## src/rtl/spi_monitor_bridge.sv

```systemverilog
// SPI mode-1, LSB-first monitor bridge: streams a bus snapshot plus a queued UART byte to the
// host MCU and collects host control bits plus UART bytes from MOSI, all on the system clock.
module spi_monitor_bridge #(
  parameter int ADDR_WIDTH  = 24,
  parameter int DATA_WIDTH  = 16,
  parameter int OUT_SIGNALS = 4,
  parameter int IN_SIGNALS  = 4,
  parameter int TX_DEPTH    = 4,
  parameter int RX_DEPTH    = 4
) (
  input  logic                   MCLK_IN,
  input  logic                   RESET_IN,
  input  logic                   SPICLK_IN,
  input  logic                   SPISI_IN,
  input  logic                   SPISS_IN,
  input  logic [ADDR_WIDTH-1:0]  ADDR_IN,
  input  logic [DATA_WIDTH-1:0]  DATA_IN,
  input  logic [OUT_SIGNALS-1:0] OUTPUT_SIGNAL_IN,
  input  logic                   UART_SEND_TRIGGER_IN,
  input  logic [7:0]             UART_SEND_BYTE_IN,
  input  logic                   UART_RECEIVE_CAPTURE_IN,
  output logic [IN_SIGNALS-1:0]  INPUT_SIGNAL,
  output logic                   SPISO,
  output logic                   SPISO_OE,
  output logic                   UART_SEND_BUSY,
  output logic                   UART_RECEIVED,
  output logic [7:0]             UART_RECEIVE_BYTE
);

  localparam int F   = ADDR_WIDTH + DATA_WIDTH + OUT_SIGNALS + 4 + 8;
  localparam int R   = IN_SIGNALS + 10;
  localparam int CW  = $clog2(F + 1);
  localparam int TAW = $clog2(TX_DEPTH);
  localparam int TLW = $clog2(TX_DEPTH + 1);
  localparam int RAW = $clog2(RX_DEPTH);
  localparam int RLW = $clog2(RX_DEPTH + 1);

  localparam logic [CW-1:0] F_CNT  = CW'(F);
  localparam logic [CW-1:0] R_CNT  = CW'(R);
  localparam logic [CW-1:0] R_LAST = CW'(R - 1);

  typedef enum logic [1:0] {S_IDLE, S_ARMED, S_SHIFT, S_DONE} state_t;

  // Pin synchronisers; select resets high so a select held through reset never opens a frame.
  logic sclk_s1_q, sclk_s2_q, sclk_h_q;
  logic ss_s1_q, ss_s2_q, ss_h_q;
  logic si_s1_q, si_s2_q;

  always_ff @(posedge MCLK_IN) begin
    if (RESET_IN) begin
      sclk_s1_q <= 1'b0;
      sclk_s2_q <= 1'b0;
      sclk_h_q  <= 1'b0;
      ss_s1_q   <= 1'b1;
      ss_s2_q   <= 1'b1;
      ss_h_q    <= 1'b1;
      si_s1_q   <= 1'b0;
      si_s2_q   <= 1'b0;
    end else begin
      sclk_s1_q <= SPICLK_IN;
      sclk_s2_q <= sclk_s1_q;
      sclk_h_q  <= sclk_s2_q;
      ss_s1_q   <= SPISS_IN;
      ss_s2_q   <= ss_s1_q;
      ss_h_q    <= ss_s2_q;
      si_s1_q   <= SPISI_IN;
      si_s2_q   <= si_s1_q;
    end
  end

  logic sclk_rise, sclk_fall, ss_rise, ss_fall;
  assign sclk_rise = sclk_s2_q & ~sclk_h_q;
  assign sclk_fall = ~sclk_s2_q & sclk_h_q;
  assign ss_rise   = ss_s2_q & ~ss_h_q;
  assign ss_fall   = ~ss_s2_q & ss_h_q;

  // FIFO state
  logic [7:0]     tx_mem [TX_DEPTH];
  logic [TAW-1:0] tx_wp_q, tx_rp_q;
  logic [TLW-1:0] tx_level_q;
  logic [7:0]     rx_mem [RX_DEPTH];
  logic [RAW-1:0] rx_wp_q, rx_rp_q;
  logic [RLW-1:0] rx_level_q;

  logic tx_full, tx_nonempty, tx_push, tx_pop;
  logic rx_full, rx_nonempty, rx_push, rx_pop;
  logic [7:0] tx_head;

  assign tx_full     = (tx_level_q == TLW'(TX_DEPTH));
  assign tx_nonempty = (tx_level_q != '0);
  assign rx_full     = (rx_level_q == RLW'(RX_DEPTH));
  assign rx_nonempty = (rx_level_q != '0);
  assign tx_head     = tx_mem[tx_rp_q];

  // Frame engine state
  state_t          state_q;
  logic [F-1:0]    tx_sh_q;
  logic [CW-1:0]   tx_bits_q, rx_bits_q;
  logic [R-2:1]    rx_q;
  logic            oe_q;
  logic [IN_SIGNALS-1:0] in_sig_q;
  logic            tx_frame_valid_q;
  logic            ovf_q, ovf_rep_q, ovf_new_q;

  logic [F-1:0] snap;
  logic         rx_shift, rx_done, rx_push_req, rx_ovf;
  logic [7:0]   rx_byte;

  assign snap = {(tx_nonempty ? tx_head : 8'h00), 1'b0, ovf_q, rx_full, tx_nonempty,
                 OUTPUT_SIGNAL_IN, DATA_IN, ADDR_IN};

  // The last MOSI bit is taken straight from the synchroniser; bit 0 is never stored.
  assign rx_shift    = (state_q == S_SHIFT) && !ss_fall && sclk_fall && (rx_bits_q < R_CNT);
  assign rx_done     = rx_shift && (rx_bits_q == R_LAST);
  assign rx_byte     = {si_s2_q, rx_q[R-2:R-8]};
  assign rx_push_req = rx_done && rx_q[IN_SIGNALS+1];
  assign rx_ovf      = rx_push_req && rx_full && !rx_pop;

  always_ff @(posedge MCLK_IN) begin
    if (RESET_IN) begin
      state_q          <= S_IDLE;
      tx_sh_q          <= '0;
      tx_bits_q        <= '0;
      rx_bits_q        <= '0;
      rx_q             <= '0;
      oe_q             <= 1'b0;
      in_sig_q         <= '0;
      tx_frame_valid_q <= 1'b0;
      ovf_q            <= 1'b0;
      ovf_rep_q        <= 1'b0;
      ovf_new_q        <= 1'b0;
    end else begin
      if (rx_ovf) begin
        ovf_q     <= 1'b1;
        ovf_new_q <= 1'b1;
      end
      if (ss_fall) begin
        state_q <= S_DONE;
        tx_sh_q <= '0;
        oe_q    <= 1'b0;
      end else begin
        case (state_q)
          S_IDLE: begin
            if (ss_rise) begin
              state_q          <= S_ARMED;
              oe_q             <= 1'b1;
              tx_bits_q        <= '0;
              rx_bits_q        <= '0;
              tx_frame_valid_q <= 1'b0;
              ovf_rep_q        <= 1'b0;
              ovf_new_q        <= 1'b0;
            end
          end
          S_ARMED: begin
            if (sclk_rise) begin
              state_q          <= S_SHIFT;
              tx_sh_q          <= snap;
              tx_bits_q        <= CW'(1);
              tx_frame_valid_q <= tx_nonempty;
              ovf_rep_q        <= ovf_q;
            end
          end
          S_SHIFT: begin
            if (sclk_rise) begin
              tx_sh_q <= {1'b0, tx_sh_q[F-1:1]};
              if (tx_bits_q != F_CNT) tx_bits_q <= tx_bits_q + CW'(1);
            end
            if (rx_shift) begin
              rx_bits_q <= rx_bits_q + CW'(1);
              for (int i = 1; i <= R - 2; i++) begin
                if (rx_bits_q == CW'(i)) rx_q[i] <= si_s2_q;
              end
            end
            if (rx_done) in_sig_q <= rx_q[IN_SIGNALS:1];
          end
          S_DONE: begin
            state_q <= S_IDLE;
            // Only a completed frame that actually reported the overflow acknowledges it.
            if ((tx_bits_q == F_CNT) && ovf_rep_q && !ovf_new_q) ovf_q <= 1'b0;
          end
          default: state_q <= S_IDLE;
        endcase
      end
    end
  end

  // TX FIFO: a byte leaves only after a full-length frame has carried it.
  assign tx_pop  = (state_q == S_DONE) && (tx_bits_q == F_CNT) && tx_frame_valid_q && tx_nonempty;
  assign tx_push = UART_SEND_TRIGGER_IN && (!tx_full || tx_pop);

  always_ff @(posedge MCLK_IN) begin
    if (RESET_IN) begin
      tx_wp_q    <= '0;
      tx_rp_q    <= '0;
      tx_level_q <= '0;
    end else begin
      if (tx_push) tx_wp_q <= tx_wp_q + TAW'(1);
      if (tx_pop)  tx_rp_q <= tx_rp_q + TAW'(1);
      case ({tx_push, tx_pop})
        2'b10:   tx_level_q <= tx_level_q + TLW'(1);
        2'b01:   tx_level_q <= tx_level_q - TLW'(1);
        default: tx_level_q <= tx_level_q;
      endcase
    end
  end

  always_ff @(posedge MCLK_IN) begin
    if (tx_push) tx_mem[tx_wp_q] <= UART_SEND_BYTE_IN;
  end

  // RX FIFO: a same-cycle CPU pop frees the slot for an incoming byte.
  assign rx_pop  = UART_RECEIVE_CAPTURE_IN && rx_nonempty;
  assign rx_push = rx_push_req && (!rx_full || rx_pop);

  always_ff @(posedge MCLK_IN) begin
    if (RESET_IN) begin
      rx_wp_q    <= '0;
      rx_rp_q    <= '0;
      rx_level_q <= '0;
    end else begin
      if (rx_push) rx_wp_q <= rx_wp_q + RAW'(1);
      if (rx_pop)  rx_rp_q <= rx_rp_q + RAW'(1);
      case ({rx_push, rx_pop})
        2'b10:   rx_level_q <= rx_level_q + RLW'(1);
        2'b01:   rx_level_q <= rx_level_q - RLW'(1);
        default: rx_level_q <= rx_level_q;
      endcase
    end
  end

  always_ff @(posedge MCLK_IN) begin
    if (rx_push) rx_mem[rx_wp_q] <= rx_byte;
  end

  assign INPUT_SIGNAL      = in_sig_q;
  assign SPISO             = tx_sh_q[0];
  assign SPISO_OE          = oe_q;
  assign UART_SEND_BUSY    = tx_full;
  assign UART_RECEIVED     = rx_nonempty;
  assign UART_RECEIVE_BYTE = rx_nonempty ? rx_mem[rx_rp_q] : 8'h00;

endmodule
```

## config.mk

```make
export PLATFORM = sky130hd
export DESIGN_NAME = spi_monitor_bridge
export DESIGN_NICKNAME = d
export VERILOG_FILES = /design/src/rtl/spi_monitor_bridge.sv
export SDC_FILE = /design/constraint.sdc
export NUM_CORES = 1
export LEC_CHECK = 0
export ABC_CLOCK_PERIOD_IN_PS = 2800
export BUFFER_PORTS_ARGS = -buffer_cell sky130_fd_sc_hd__buf_2
export CORE_UTILIZATION = 25
export CTS_CLUSTER_SIZE = 8
export DETAILED_ROUTE_END_ITERATION = 7
export PLACE_DENSITY = 0.45
export SLEW_MARGIN = 20
export SYNTH_ARGS = -nofsm -noshare
export SYNTH_HDL_FRONTEND = slang
export SYNTH_SLANG_ARGS = --single-unit
```

## constraint.sdc

```tcl
create_clock -name MCLK_IN -period 2.8 [get_ports MCLK_IN]
set_input_delay 0.14 -clock MCLK_IN [delete_from_list [all_inputs] [get_ports MCLK_IN]]
set_output_delay 0.14 -clock MCLK_IN [all_outputs]
set_load 0.02 [all_outputs]
```

Yosys cells after proc, flatten, opt, wreduce, memory -nomap -nowiden
Memory sizes are Yosys's and may differ from the RTL's. A register that Yosys moved wholly into a read port is not among the register bits.
Cells that the tools add are included.

storage, ports and cells
  bits in writable memories = 64
  memories = 2
  output and inout port bits = 16
  bits in registers = 113
  logic and storage cells = 180

operators by class
  eq/ne operators = 31
  bitwise gates (word level) = 9
  mux-type cells = 39
  add/sub/neg operators = 10
  reductions and logical operators = 52
  $lt $le $gt $ge = 1

memories
  memory  words  bits a word  read ports  clocked after memory_dff  wr ports  RTL line  text
  rx_mem  4      8            1           1                         1         81        logic [7:0] rx_mem [RX_DEPTH];
  tx_mem  4      8            1           1                         1         78        logic [7:0] tx_mem [TX_DEPTH];

operators with widths
  kind                                                             number
  56-bit 2-to-1 mux                                                2
  56-bit case mux with 2 select lines                              1
  4-bit AND reduction                                              14
  6-bit by 4-bit == test with 1-bit output, second input constant  6
  6-bit 2-to-1 mux                                                 5
  6-bit by 3-bit == test with 1-bit output, second input constant  4
  6-bit case mux with 3 select lines                               1
  8-bit 2-to-1 mux                                                 2
  1-bit logical AND                                                15
  1-bit 2-to-1 mux                                                 15
  2-bit 2-to-1 mux                                                 7
  6-bit by 1-bit adder with 6-bit output, second input constant    2
  6-bit by 2-bit == test with 1-bit output, second input constant  2
  3-bit case mux with 2 select lines                               2
  6-bit case mux with 2 select lines                               1
  2-bit nonzero test                                               5
  3-bit AND reduction                                              3
  3-bit nonzero test                                               3
  2-bit by 1-bit adder with 2-bit output, second input constant    4
  2-bit == test, second input constant                             4
  2-bit != test, second input constant                             4
  3-bit by 1-bit adder with 3-bit output, second input constant    2
  2-bit by 1-bit == test with 1-bit output, second input constant  3
  3-bit == test, second input constant                             2
  other kinds (18)                                                 33

Logic depth before layout (Yosys ltp)
  word-level depth = 14
  mapped depth = 12
  mapped depth without buffers = 12

Least setup slack after synthesis
Ideal clock, no wire load.

  kind = reg-to-reg
  start = reg ss_s2_q
  end = reg rx_level_q[2]
  data arrival time = 2.460 ns
  library setup time = 0.070 ns
  cell stages (with the launch flop) = 13
  required time = 2.730 ns
  clock period less this slack = 2.530 ns
  path slack = 0.270 ns
  cell sequence = dfxtp_1 -> inv_1 -> ha_1 -> and4bb_2 -> nand3_4 -> nor4b_4 -> inv_1 -> ha_1 -> inv_1 -> fa_1 -> xor2_1 -> or3_1 -> a21oi_1

on the way
  word-level cells in the longest chain between the ends = 11

ends and longest elaborated chain
  what                                                                              RTL line  text
  start: declaration                                                                46        logic ss_s1_q, ss_s2_q, ss_h_q;
  start signal: assignment                                                          64        ss_s2_q <= ss_s1_q;
  1-bit inverter *                                                                  75        assign ss_fall = ~ss_s2_q & ss_h_q;
  1-bit bitwise AND *                                                               75
  1-bit zero test *                                                                 113       assign rx_shift = (state_q == S_SHIFT) && !ss_fall && sclk_fall && (rx_bits_q < R_CNT);
  1-bit logical AND * (3 in a row)                                                  113
  1-bit logical AND *                                                               114       assign rx_done = rx_shift && (rx_bits_q == R_LAST);
  1-bit logical AND *                                                               116       assign rx_push_req = rx_done && rx_q[IN_SIGNALS+1];
  1-bit logical AND *                                                               213       assign rx_push = rx_push_req && (!rx_full || rx_pop);
  2-bit by 1-bit == test with 1-bit output / 2-bit == test (equally long branches)  223       case ({rx_push, rx_pop})
  3-bit case mux with 2 select lines / 2-bit nonzero test (equally long branches)   -
  end signal: assignment                                                            224       2'b10: rx_level_q <= rx_level_q + RLW'(1);
  end signal: assignment                                                            225       2'b01: rx_level_q <= rx_level_q - RLW'(1);
  end signal: assignment                                                            226       default: rx_level_q <= rx_level_q;
  end: declaration                                                                  83        logic [RLW-1:0] rx_level_q;

Every way passes the cells marked *; elsewhere a longest branch is shown, timed or not.
A chain may end at the register's enable or synchronous reset.

Worst setup path in the final report
Same ends and word-level chain as after synthesis.

==> results.json <==
{
  "status": "completed",
  "grt-ovfl-total": 0,
  "ys_ff_latch": 181,
  "grt.met3_usage_pct": 2.34,
  "grt_pass1_vias": 5353,
  "viasPerCell": 4.51,
  "syn-cell-area_um2": 8010,
  "syn_to_final_growth_pct": 19.7,
  "place_congestion": 0.755,
  "fin_crit_sh_pct": 88.9,
  "synth_area_leaders": "dfxtp_1 (29%), edfxtp_1 (24%), mux2i_1 (7.5%), a211oi_1 (4.7%), mux4_2 (4.5%)",
  "grt_max_degree": 93,
  "ys_async_sr_fraction_pct": 0,
  "cts_sinks": 181,
  "met2_usage_pct": 18.1,
  "die_x_um": 181,
  "fp.dieH_um": 181,
  "finalMaxSlewViolations": 0,
  "clk_latency_ns": 0.43,
  "grt.busiest_layer": "met2",
  "slowest_stage": "dfxtp_1",
  "synth.top_cell.area_share_pct": 29.2,
  "path_delay_family": "simple AND/OR/NAND/NOR gates",
  "cp.required_ns": 3.15,
  "ys_seq_area_share_pct": 53.2,
  "yosysTopAreaCell": "dfxtp_1",
  "grt_antenna_before_repair": 0,
  "rows": 65,
  "critPathMaxStageDelay_ns": 0.36,
  "path_common_cell": "inv_1",
  "wire_per_inst_um": 14.9,
  "wl_um": 17800,
  "power_mw": 8.16,
  "p_per_area_nw_per_um2": 852,
  "synth_ff_type": "dfxtp_1",
  "synth-edff-count": 64,
  "cts_tree": "done",
  "max_slew_margin_pct": 37.2,
  "ant_nets": 0,
  "vias": 5397,
  "hold_violations": 0,
  "fin_skew_ns": 0.0153,
  "io_pins": 75,
  "initial_core_util_pct": 25.4,
  "clockRootBuffer": "clkbuf_16",
  "crit_chain": "inv_1, ha_1, and4bb_2, nand3_4, nor4b_4, inv_1, ha_1, inv_1, fa_1, xor2_1, or3_1, a21oi_1",
  "h-tree-depth": 4,
  "grt_first_pass_wirelength_um": 29200,
  "critPathArrivalTime_ns": 2.84,
  "dpl.hpwl_um": 11700,
  "crit_path_max_fanout": 6,
  "die_area_um2": 32800,
  "layout_min_cycle_time_ns": 2.49,
  "hp-class": "in2reg",
  "p_leak_nw": 3.46,
  "yosys_warnings": 0,
  "dpl_cell_area_um2": 8850,
  "critPathBufInv": 3,
  "syn_nets": 787,
  "drt_iter0_drc": 312,
  "ctsLongestPathBuffers": 2,
  "synth.avg_cell_area_um2": 11.4,
  "tightest_slew_ns": 0.942,
  "final_layout_size_suffix_gt1_share_pct": 20.3,
  "fin_area_um2": 9590,
  "start_kind": "register",
  "max-vdd-ir-drop_v": 0.000713,
  "synth_cell_types": 65,
  "cts_buffers": 17,
  "cts.clk_slew.worst_paths_ns": 0.08,
  "criticalPathCategory": "reg2reg",
  "grt_util_met1_pct": 15.3,
  "grt_util_all_layers_pct": 11.3,
  "drt_drc_violations_left": 0,
  "diodes": 0,
  "synthCells": 704,
  "fin_setup_tns_ns": 0,
  "cts_setup_buffers": 0,
  "rsz0062_at_grt": "no",
  "core_area_um2": 31600,
  "dr.pass1.iters": 5,
  "maxCapViolations": 0,
  "timing.fmax_mhz": 402,
  "finalSetupViolations": 0,
  "fin_nets": 864,
  "endpoint_kind": "register",
  "io_buffers": 74
}
worst reg2reg max path, delay by kind of cell (launching register included):
kind,cells,cell delay (ns)
buffers and inverters,3,0.20
xor gates and xnor gates,1,0.07
and+or+nand+nor,4,1.07
AOI/OAI and AO/OA,1,0.14
adders and majority gates,3,0.59
DFF,1,0.36
sequential cells by signal, indices dropped and copies added, names as in the netlist, 2 cells and up, named ones only:
register,flops
tx_rp_q,2
rx_mem,32
rx_q,12
rx_rp_q,2
tx_bits_q,6
tx_sh_q,56
tx_wp_q,2
tx_level_q,3
INPUT_SIGNAL,4
tx_mem,32
state_q,2
rx_wp_q,2
rx_bits_q,6
rx_level_q,3
per-stage QoR:
stage | worst slack [ns] | util, % | instances | hold WS (ns)
2_1_floorplan | 0.270 | - | 704 | 0.239
3_3_place_gp | 0.315 | 28.0 | 1153 | 0.359
3_5_place_dp | 0.288 | 28.0 | 1153 | 0.358
4_1_cts | 0.273 | 30.4 | 1196 | 0.0218
5_1_grt | 0.139 | 30.4 | 1196 | 0.0300
6_report | 0.310 | 30.4 | 1196 | 0.0337
synth_stat cells (12+ instances only):
master	count
a211oi_1	50
a21oi_1	18
and2_1	16
buf_2	15
clkbuf_1	22
dfxtp_1	117
edfxtp_1	64
ha_1	22
inv_1	27
mux2i_1	60
mux4_2	16
nand2_1	12
nand4_1	14
nor2_1	94
nor2b_1	12
o21ai_0	18
where the power goes:
| group | switching, mW | internal (mW) | leakage [nW] |
|---|---|---|---|
| sequential | 0.198 | 3.11 | 1.54 |
| clock | 1.28 | 1.25 | 0.303 |
| combinational | 1.40 | 0.936 | 1.62 |
| total | 2.88 | 5.29 | 3.46 |
cell families (layout without fill, tap and decap cells):
logic type                 after synthesis  count (layout)  share of synthesized area (%)
AOI/OAI and AO/OA                      124             124                           11.2
xor gates and xnor gates                 6               6                          0.656
adders and majority gates               24              24                           3.94
buffers and inverters                   72             162                           3.75
DFF                                    181             181                           53.2
muxes                                   79              79                           12.4
and+or+nand+nor                        218             218                           14.8
cell usage in the layout, fill, tap and decap left out, types with 3 or more instances in the layout:
cell,count
dfxtp_1,117
nor2_1,94
buf_2,74
edfxtp_1,64
mux2i_1,60
a211oi_1,50
inv_1,27
ha_1,21
o21ai_0,18
a21oi_1,18
clkbuf_16,17
buf_4,17
and2_1,16
mux4_2,16
nand4_1,14
nand2_1,12
nor2b_1,12
dlygate4sd3_1,11
nand3_1,10
nand2b_1,9
nor3_1,9
and3_1,6
or2_2,6
a222oi_1,6
clkinv_8,5
or3_1,4
nor4b_1,4
o31ai_1,4
nor4_1,4
o21a_1,4
inv_12,4
xnor2_1,3
xor2_1,3
a2111oi_0,3
or2b_1,3
inv_6,3
final timing paths:
check | start | cells past startpoint | end | slack, ns
setup reg to reg | ss_s2_q | 12 | rx_level_q[2] | 0.31
setup / recovery | ss_s2_q | 12 | rx_level_q[2] | 0.31
hold / removal | UART_SEND_TRIGGER_IN | 3 | tx_wp_q[0] | 0.03
hold reg to reg | sclk_s1_q | 1 | sclk_s2_q | 0.44
repair_timing:
| action | CTS | global route |
|---|---|---|
| hold buffers | 11 | 0 |
| setup endpoints to repair | 0 | 0 |
| endpoints found under the hold margin | 35 | 0 |
| resized for setup | 0 | 0 |
final cells by class:
| type | instances | area, µm² |
|---|---|---|
| Clock buffer | 17 | 425 |
| Clock inverter | 15 | 204 |
| Fill cell | 3251 | 22000 |
| Inverter | 27 | 101 |
| Multi-Input combinational cell | 451 | 3460 |
| Sequential cell | 181 | 4260 |
| Tap cell | 402 | 503 |
| Timing Repair Buffer | 103 | 628 |
per-layer routing:
layer	routed length [µm]	part of all wire [%]	vias up
met4	226	1.3	0
met3	627	3.5	11
li1	-	-	2755
met2	8250	46	104
met1	8700	49	2527
met5	0	0	-
(Power assumes the default switching activity.)
